[config.mk]
export PLATFORM = sky130hd
export DESIGN_NAME = fp2bfp_pack
export DESIGN_NICKNAME = d
export VERILOG_FILES = /design/src/rtl/bfp_pkg.sv /design/src/rtl/fp2bfp_align.sv /design/src/rtl/fp2bfp_pack.sv
export SDC_FILE = /design/constraint.sdc
export NUM_CORES = 1
export LEC_CHECK = 0
export ABC_AREA = 1
export ABC_CLOCK_PERIOD_IN_PS = 11900
export CAP_MARGIN = 30
export CORE_MARGIN = 2
export CORE_UTILIZATION = 43
export DETAILED_ROUTE_END_ITERATION = 8
export PLACE_DENSITY_LB_ADDON = 0.05
export SLEW_MARGIN = 40
export SYNTH_ARGS = -nofsm -noshare
export SYNTH_HDL_FRONTEND = slang
export SYNTH_SLANG_ARGS = --single-unit
[constraint.sdc]
create_clock -name i_clk -period 11.9 [get_ports i_clk]
set_clock_uncertainty 0.05 [all_clocks]
set_input_delay 2.38 -clock i_clk [delete_from_list [all_inputs] [get_ports i_clk]]
set_output_delay 2.38 -clock i_clk [all_outputs]
set_load 0.005 [all_outputs]
[src/rtl/bfp_pkg.sv]
// ---------------------------------------------------------------------------
// bfp_pkg
// Shared definitions for the FP32 -> block-floating-point packer:
//   - default group geometry (GRPSIZE / BFPEXPSIZE / BFPMANSIZE)
//   - IEEE-754 single field widths and the fp32_t view of a raw word
//   - the packer FSM state type
// ---------------------------------------------------------------------------
package bfp_pkg;

   localparam int GRPSIZE_DEF    = 16;
   localparam int BFPEXPSIZE_DEF = 8;
   localparam int BFPMANSIZE_DEF = 4;

   localparam int FP32_W      = 32;
   localparam int FP32_EXP_W  = 8;
   localparam int FP32_FRAC_W = 23;

   typedef struct packed {
      logic                   sign;
      logic [FP32_EXP_W-1:0]  exp;
      logic [FP32_FRAC_W-1:0] frac;
   } fp32_t;

   typedef enum logic {
      COLLECT = 1'b0,
      EMIT    = 1'b1
   } state_t;

   // Exponent field of zero marks zero/denormal: such elements carry no weight.
   function automatic logic exp_is_zero(input fp32_t fp);
      return (fp.exp == {FP32_EXP_W{1'b0}});
   endfunction

endpackage

[src/rtl/fp2bfp_align.sv]
// ---------------------------------------------------------------------------
// fp2bfp_align
// Combinational conversion of one FP32 element into a BFP mantissa
// {sign, magnitude} relative to the group's shared exponent.
//   i_fp      : FP32 element
//   i_maxexp  : shared (maximum) biased exponent of the group
//   o_man     : {sign, 0.mmm} magnitude, sign forced 0 when magnitude is 0
// Build option: FP2BFP_RNE_EN selects round-to-nearest-even on the
// discarded bits (saturating); otherwise the magnitude is truncated.
// ---------------------------------------------------------------------------
module fp2bfp_align
   import bfp_pkg::*;
#(
   parameter int BFPEXPSIZE = BFPEXPSIZE_DEF,
   parameter int BFPMANSIZE = BFPMANSIZE_DEF
) (
   input  fp32_t                 i_fp,
   input  logic [BFPEXPSIZE-1:0] i_maxexp,
   output logic [BFPMANSIZE-1:0] o_man
);

   localparam int MW   = BFPMANSIZE - 1;          // magnitude bits
   localparam int EXTW = 2 * (FP32_FRAC_W + 1);   // significand plus room for shifted-out bits

`ifdef FP2BFP_RNE_EN
   localparam bit RNE_EN = 1'b1;
`else
   localparam bit RNE_EN = 1'b0;
`endif

   logic [BFPEXPSIZE-1:0] dist_s;
   logic [EXTW-1:0]       ext_s;
   logic [MW-1:0]         mag_s;
   logic [MW:0]           mag_rnd_s;
   logic [MW-1:0]         mag_fin_s;
   logic                  guard_s;
   logic                  sticky_s;
   logic                  round_up_s;

   // Shift the 0.1fff significand down by the exponent distance, then round or truncate.
   always_comb begin
      dist_s     = i_maxexp - BFPEXPSIZE'(i_fp.exp);
      ext_s      = {1'b1, i_fp.frac, {(FP32_FRAC_W + 1){1'b0}}} >> dist_s;
      mag_s      = ext_s[EXTW-1 -: MW];
      guard_s    = ext_s[EXTW-1-MW];
      sticky_s   = |ext_s[EXTW-2-MW:0];
      round_up_s = RNE_EN & guard_s & (sticky_s | mag_s[0]);
      mag_rnd_s  = {1'b0, mag_s} + {{MW{1'b0}}, round_up_s};
      if (exp_is_zero(i_fp)) begin
         mag_fin_s = {MW{1'b0}};
      end else if (mag_rnd_s[MW]) begin
         mag_fin_s = {MW{1'b1}};             // rounding overflow saturates
      end else begin
         mag_fin_s = mag_rnd_s[MW-1:0];
      end
      o_man = {i_fp.sign & (|mag_fin_s), mag_fin_s};
   end

endmodule

[src/rtl/fp2bfp_pack.sv]
// ---------------------------------------------------------------------------
// fp2bfp_pack
// Collects up to GRPSIZE FP32 elements, then emits them as one BFP group:
// a shared exponent (max biased exponent of non-zero elements) and one
// {sign, 0.mmm} mantissa per element, slot 0 being the first accepted.
//   i_clk, i_reset_n      : clock, async active-low reset
//   i_valid/o_ready, i_fp : element input handshake and data
//   i_flush               : close a partial (non-empty) group early
//   o_valid/i_ready       : group output handshake
//   o_E, o_M              : shared exponent, per-element mantissas
// Build option: FP2BFP_RNE_EN (round-to-nearest-even instead of truncation).
// ---------------------------------------------------------------------------
module fp2bfp_pack
   import bfp_pkg::*;
#(
   parameter int GRPSIZE    = GRPSIZE_DEF,
   parameter int BFPEXPSIZE = BFPEXPSIZE_DEF,
   parameter int BFPMANSIZE = BFPMANSIZE_DEF
) (
   input  logic                                i_clk,
   input  logic                                i_reset_n,
   input  logic                                i_valid,
   output logic                                o_ready,
   input  logic [FP32_W-1:0]                   i_fp,
   input  logic                                i_flush,
   output logic                                o_valid,
   input  logic                                i_ready,
   output logic [BFPEXPSIZE-1:0]               o_E,
   output logic [GRPSIZE-1:0][BFPMANSIZE-1:0]  o_M
);

   localparam int CNTW = $clog2(GRPSIZE);

   state_t                 state_r;
   state_t                 state_nxt_s;
   logic [CNTW-1:0]        cnt_r;
   logic [BFPEXPSIZE-1:0]  max_r;
   logic [BFPEXPSIZE-1:0]  max_nxt_s;
   fp32_t                  store_r     [GRPSIZE];
   fp32_t                  store_nxt_s [GRPSIZE];
   logic [BFPMANSIZE-1:0]  man_s       [GRPSIZE];
   fp32_t                  fp_in_s;
   logic                   accept_s;
   logic                   close_s;
   logic                   handshake_s;

   assign fp_in_s = fp32_t'(i_fp);
   assign o_ready = (state_r == COLLECT);

   // Accept/close/handshake decode and the post-accept view of storage and max.
   // Alignment runs on that view so the group is complete in the same edge that closes it.
   always_comb begin
      accept_s    = (state_r == COLLECT) & i_valid;
      handshake_s = (state_r == EMIT) & i_ready;
      close_s     = (accept_s & (cnt_r == CNTW'(GRPSIZE - 1)))
                  | ((state_r == COLLECT) & i_flush & ((cnt_r != {CNTW{1'b0}}) | accept_s));
      if (accept_s && !exp_is_zero(fp_in_s) && (BFPEXPSIZE'(fp_in_s.exp) > max_r)) begin
         max_nxt_s = BFPEXPSIZE'(fp_in_s.exp);
      end else begin
         max_nxt_s = max_r;
      end
      for (int i = 0; i < GRPSIZE; i++) begin
         if (accept_s && (cnt_r == CNTW'(i))) begin
            store_nxt_s[i] = fp_in_s;
         end else begin
            store_nxt_s[i] = store_r[i];
         end
      end
   end

   // Per-element alignment against the group's shared exponent.
   for (genvar g = 0; g < GRPSIZE; g++) begin : g_align
      fp2bfp_align #(
         .BFPEXPSIZE (BFPEXPSIZE),
         .BFPMANSIZE (BFPMANSIZE)
      ) u_align (
         .i_fp     (store_nxt_s[g]),
         .i_maxexp (max_nxt_s),
         .o_man    (man_s[g])
      );
   end

   // FSM state register.
   always_ff @(posedge i_clk or negedge i_reset_n) begin
      if (!i_reset_n) begin
         state_r <= COLLECT;
      end else begin
         state_r <= state_nxt_s;
      end
   end

   // FSM next-state logic.
   always_comb begin
      state_nxt_s = state_r;
      case (state_r)
         COLLECT: begin
            if (close_s) begin
               state_nxt_s = EMIT;
            end else begin
               state_nxt_s = COLLECT;
            end
         end
         EMIT: begin
            if (i_ready) begin
               state_nxt_s = COLLECT;
            end else begin
               state_nxt_s = EMIT;
            end
         end
         default: state_nxt_s = COLLECT;
      endcase
   end

   // Element storage, slot counter and running max; all cleared once a group is taken.
   // Cleared slots read as exponent 0, which is what gives flushed groups zero padding.
   always_ff @(posedge i_clk or negedge i_reset_n) begin
      if (!i_reset_n) begin
         cnt_r <= {CNTW{1'b0}};
         max_r <= {BFPEXPSIZE{1'b0}};
         for (int i = 0; i < GRPSIZE; i++) begin
            store_r[i] <= '0;
         end
      end else if (handshake_s) begin
         cnt_r <= {CNTW{1'b0}};
         max_r <= {BFPEXPSIZE{1'b0}};
         for (int i = 0; i < GRPSIZE; i++) begin
            store_r[i] <= '0;
         end
      end else if (accept_s) begin
         cnt_r <= cnt_r + CNTW'(1);
         max_r <= max_nxt_s;
         for (int i = 0; i < GRPSIZE; i++) begin
            store_r[i] <= store_nxt_s[i];
         end
      end else begin
         cnt_r <= cnt_r;
         max_r <= max_r;
      end
   end

   // Group output registers: loaded on close, held through EMIT.
   always_ff @(posedge i_clk or negedge i_reset_n) begin
      if (!i_reset_n) begin
         o_valid <= 1'b0;
         o_E     <= {BFPEXPSIZE{1'b0}};
         o_M     <= '0;
      end else if (close_s) begin
         o_valid <= 1'b1;
         o_E     <= max_nxt_s;
         for (int i = 0; i < GRPSIZE; i++) begin
            o_M[i] <= man_s[i];
         end
      end else if (handshake_s) begin
         o_valid <= 1'b0;
      end else begin
         o_valid <= o_valid;
      end
   end

endmodule

=== After elaboration in Yosys (flattened, before gate mapping) ===
Index checks and enable logic that the tools add are counted.
W data, S select, Z words.

* Bitwise logic cells: 24
* Divide/modulo/power cells: 0
* Add/subtract/negate cells: 17
* Multiplexer cells: 44
* Shifts and indexed selects: 16
* $mul: 0
* Reduce and logical (&&, ||, !) cells: 56
* Equal/unequal tests: 15
* Order comparisons: 1

{| class="wikitable"
|+ Operators by type and width
! operator !! count
|-
| $mux W512 || 2
|-
| $shr A48 B8 Y48 || 16
|-
| $mux W32 || 16
|-
| $logic_not A8 Y1 || 17
|-
| $sub A8 B8 Y8 || 16
|-
| $mux W3 || 16
|-
| $reduce_or A3 Y1 || 16
|-
| $eq A4 B4 Y1 const B || 8
|-
| $mux W8 || 3
|-
| $and A1 B1 Y1 || 21
|-
| $logic_and A1 B1 Y1 || 18
|-
| $eq A4 B3 Y1 const B || 4
|-
| $eq A4 B2 Y1 const B || 2
|-
| $gt A8 B8 Y1 || 1
|-
| $mux W4 || 2
|-
| $add A4 B1 Y4 const B || 1
|-
| $eq A4 B1 Y1 const B || 1
|-
| $logic_not A4 Y1 || 1
|-
| $mux W1 || 4
|-
| $reduce_bool A2 Y1 || 2
|-
| $reduce_bool A4 Y1 || 1
|-
| $or A1 B1 Y1 || 2
|-
| $pmux W1 S2 || 1
|-
| $logic_not A1 Y1 || 1
|-
| $not A1 Y1 || 1
|}

* Memories: 0
* Latch bits: 0
* Memory bits (read-only): 0
* Output and inout port bits: 74
* Register bits after elaboration: 598
* RAM bits: 0

=== Depth between registers and ports, before layout ===
* Word-level depth: 10
* Gate-level depth with buffers: 28

=== Modules after synthesis ===
From an unflattened synthesis, not the netlist that was laid out.

* Cells, all modules: 5169
* Area total of the unflattened synthesis: 35607.9 µm²

{| class="wikitable"
|+ Modules (own cells, without submodules)
! module !! cells each !! instances !! area each (µm²)
|-
| fp2bfp_pack || 3445 || 1 || 26694.4
|-
| fp2bfp_align at g_align[0].u_align ... || 105 || 11 || 530.5
|-
| fp2bfp_align at g_align[6].u_align ... || 116 || 4 || 633.1
|-
| fp2bfp_align at g_align[15].u_align || 105 || 1 || 545.5
|}

=== Worst setup path before layout ===
Ideal clock, no wire load.

* Path type: input to register
* Start: input i_fp[23]
* End: register o_M[63] (netlist name)
* Cell stages on the path: 21
* Path slack: 4.831 ns
* Data required time: 11.784 ns
* Arrival time: 6.954 ns
* Cell sequence: inv_2 clkbuf_1 ha_1 nand2_1 nor2_1 nand2_1 nand2_1 nor2_8 nand2_8 o21ai_0 inv_1 fa_1 inv_1 o21ai_0 nand2_1 nand3b_1 nor2_1 nand2_1 nand3_1 nand2_1 nand2_1

* Cells in the longest elaborated chain, start to end: 10

{| class="wikitable"
|+ Ends and longest elaborated chain
! item !! RTL line !! text
|-
| start: declaration || fp2bfp_pack.sv:24 || <nowiki>input logic [FP32_W-1:0] i_fp,</nowiki>
|-
| parallel branches: the longest is 3 deep, another holds $gt A8 B8 Y1 || - ||
|-
| $logic_and A1 B1 Y1 (*) || fp2bfp_pack.sv:57 || <nowiki>if (accept_s && !exp_is_zero(fp_in_s) && (BFPEXPSIZE'(fp_in_s.exp) > max_r)) begin</nowiki>
|-
| $mux W8 (*) || fp2bfp_pack.sv:57 ||
|-
| named net g_align[0].u_align.i_maxexp[1] || fp2bfp_align.sv:18 || <nowiki>input logic [BFPEXPSIZE-1:0] i_maxexp,</nowiki>
|-
| $sub A8 B8 Y8 (*) || fp2bfp_align.sv:42 || <nowiki>dist_s = i_maxexp - BFPEXPSIZE'(i_fp.exp);</nowiki>
|-
| $shr A48 B8 Y48 (*) || fp2bfp_align.sv:43 || <nowiki>ext_s = {1'b1, i_fp.frac, {(FP32_FRAC_W + 1){1'b0}}} >> dist_s;</nowiki>
|-
| $mux W3 (*) || fp2bfp_align.sv:49 || <nowiki>if (exp_is_zero(i_fp)) begin</nowiki>
|-
| $reduce_or A3 Y1 (*) || fp2bfp_align.sv:56 || <nowiki>o_man = {i_fp.sign & (|mag_fin_s), mag_fin_s};</nowiki>
|-
| $and A1 B1 Y1 (*) || fp2bfp_align.sv:56 ||
|-
| end signal: indexed assignment || fp2bfp_pack.sv:151 || <nowiki>o_M[i] <= man_s[i];</nowiki>
|-
| end: declaration || fp2bfp_pack.sv:29 || <nowiki>output logic [GRPSIZE-1:0][BFPMANSIZE-1:0] o_M</nowiki>
|}

Mark *: on every way through the listed nets, which the timed path passes.
A chain may end at the register's enable or synchronous reset.

=== Worst setup path after layout ===
* Start: input i_fp[23]
* End: register o_M[35] (netlist name)

Same word-level chain as after synthesis.

==> results.json <==
{
  "dieArea_um2": 44100,
  "slew_viol_final": 0,
  "ys_seq_area_frac": 0.360,
  "layout-area-overhead-vs-synth_pct": 14.5,
  "yosys.cell_types.count": 41,
  "yosys.area_share.simple": 0.338,
  "synth-xor-area-share": 0.0115,
  "fin_nets": 2862,
  "hold_ws_ns": 0.426,
  "drtIter0Drc": 1132,
  "required_ns": 12.33,
  "fin_crit_sh": 0.603,
  "hp-start": "o_M[54]",
  "internal-power_mw": 3.11,
  "cts_tree": "done",
  "finalWeightedCongestion": 0.895,
  "first_pass_iters": 5,
  "min_period_ns": 7.17,
  "relSlewSlack": 0.457,
  "die_h_um": 210,
  "worstPathArrival_ns": 7.61,
  "netlist.area_leader.share": 0.360,
  "ctsHoldBuffers": 0,
  "viasPerCell": 5.21,
  "synth_top_family_by_area": "simple AND/OR/NAND/NOR gates",
  "min_delay_path_depth": 2,
  "p_leak_nw": 11.6,
  "r2r_cells": 24,
  "core_area_um2": 41900,
  "combPwrFrac": 0.658,
  "netlist_instances": 2639,
  "ant_nets": 0,
  "synth-async-reset-ratio": 1.00,
  "ioPinCount": 111,
  "syn-mean-instance-area_um2": 6.91,
  "status": "finished clean",
  "drt_drc_violations_left": 0,
  "wl_per_cell_um": 16.8,
  "fin_cells": 3265,
  "clock_tree.root_cell": "clkbuf_16",
  "cts.path.max_buffers": 3,
  "grt_max_degree": 108,
  "grt-ovfl-total": 0,
  "regToRegStartpoint": "max_r[2]",
  "synth-seq-cells": 262,
  "rows": 75,
  "min-delay-path-class": "reg2reg",
  "grt_use_total": 0.256,
  "yosysTopAreaCell": "dfrtp_1",
  "sw_frac_of_total": 0.508,
  "vias": 16996,
  "final_layout_size_suffix_gt1_frac": 0.0675,
  "clkLatencyLatePin_ns": 0.55,
  "wl_mm": 55.0,
  "post_cts_buffers": 0,
  "setup_tns_ns": 0,
  "cts_sinks": 262,
  "synth_mux_area_frac": 0,
  "die_w_um": 210,
  "peakVddDrop_mv": 0.126,
  "finalSetupViolations": 0,
  "mostFrequentLayoutCell": "nand2_1",
  "crit_fanout": 18,
  "hold_viol_final": 0,
  "synth_area_um2": 18200,
  "grt_antenna_before_repair": 1,
  "layout_common_cells": "nand2_1, nor2_1, inv_1",
  "min_to": "o_M[54]",
  "dp_cells": 3203,
  "reg2reg_to": "o_M[35]",
  "fmax_mhz": 139,
  "critPathKind": "in2reg",
  "yosysWarningCount": 0,
  "n_antenna_cell": 0,
  "end_kind": "flop",
  "synthFlopType": "dfrtp_1",
  "start_kind": "input pin",
  "rsz0062_at_grt": "false",
  "power_density_nw_per_um2": 303,
  "start_util": 0.435,
  "n_fill_cell": 4187,
  "synthTopCellsByArea": "dfrtp_1, nand2_1, nor2_1, ha_1, inv_1",
  "clockPowerShare": 0.167,
  "p_seq_frac": 0.175,
  "cts_resized": 0,
  "grt_pass1_wl_mm": 88.2,
  "cts-buffers-inserted": 35,
  "tightest_slew_ns": 0.813,
  "numPortBuffers": 89,
  "synth_compound_area_frac": 0.106,
  "synth_edf_count": 0,
  "maxCapViolCount": 0,
  "syn_nets": 2800,
  "p_sw_mw": 3.21,
  "r2r_setup_slack_ns": 7.45,
  "synth_fa_ha_area_frac": 0.0917,
  "hpwl_mm": 36.3,
  "grt_pass1_vias": 16313,
  "htreeDepth": 2,
  "clkTransAtPathRegs_ns": 0.05
}
through the flow:
step / setup WS, ns / power, mW / utilization / area, um2
final: 4.73 / 6.32 / 0.498 / 20900
after CTS: 4.73 / 6.33 / 0.497 / 20800
after floorplan: 4.83 / 4.23 / - / 18200
after global routing: 4.44 / 7.02 / 0.498 / 20900
after global placement: 4.28 / 5.14 / 0.467 / 19600
after detailed placement: 4.16 / 5.25 / 0.470 / 19700
critical path: stages:
cell and delay [ns]:
clkdlybuf4s50_1 0.96, inv_2 0.34, ha_1 0.30, inv_1 0.05, nand2_1 0.04, nand2_1 0.05, nand2_1 0.04, nand2_1 0.05
nand2_1 0.05, nand2_1 0.26, nand2_8 0.20, o21ai_0 0.52, inv_1 0.28, buf_4 0.33, ha_1 0.39, nand2_1 0.11
nor2_1 0.05, a211oi_1 0.26, nand2_1 0.09, nand2_1 0.06, nand2_1 0.08, nor2_1 0.10, nand4_1 0.20, nand3_1 0.17
nand2_1 0.12, nand2_1 0.07
synth_stat cells (37+ instances only):
library cell / count
nand3_1: 206
o21ai_1: 79
o21ai_0: 107
ha_1: 108
nand2_1: 710
a21oi_1: 118
nor2_1: 366
dfrtp_1: 262
nand4_1: 86
inv_2: 37
clkbuf_1: 49
inv_1: 299
flip-flops by register name, indices dropped and copies added, names as in the netlist:
register  cells
store_r     176
o_M          64
max_r         8
o_E           8
cnt_r         4
o_valid       1
state_r       1
power by group through the flow:
stage	logic, mW	clock network (mW)	registers, mW
finish	4.16	1.05	1.11
global route	4.79	1.11	1.12
CTS	4.15	1.08	1.11
detailed placement	4.13	0	1.12
global placement	4.02	0	1.12
floorplan	3.11	0	1.11
per-layer routing:
layer,part of all wire,global-route usage
met2,0.46,0.428
met3,0.045,0.0319
met1,0.46,0.340
met4,0.032,0.0934
met5,0.00058,0.00779
logic make-up after synthesis:
logic type / after synthesis
adders and majority gates: 124
DFF: 262
and+or+nand+nor: 1442
AOI/OAI and AO/OA: 357
buffers and inverters: 430
xor gates and xnor gates: 24
layout make-up:
type / instances / area [um2] / share of cell area
inverter: 339 / 1280 / 0.0615
tap: 539 / 674 / 0.0323
sequential: 262 / 6560 / 0.314
timing repair buffer: 116 / 1150 / 0.0550
multi-input combinational: 1947 / 10100 / 0.483
clock inverter: 9 / 82.6 / 0.00395
clock buffer: 53 / 1060 / 0.0506
worst max path at each step:
| stage | startpoint | to | cells past startpoint |
|---|---|---|---|
| floorplan | i_fp[23] | o_M[63] | 21 |
| global placement | i_fp[23] | o_M[35] | 26 |
| detailed placement | i_fp[23] | o_M[35] | 26 |
| CTS | i_fp[23] | o_M[35] | 26 |
| global route | i_fp[23] | o_M[35] | 26 |
| finish | i_fp[23] | o_M[35] | 26 |
Note: power is estimated with default switching activity, not from simulation.
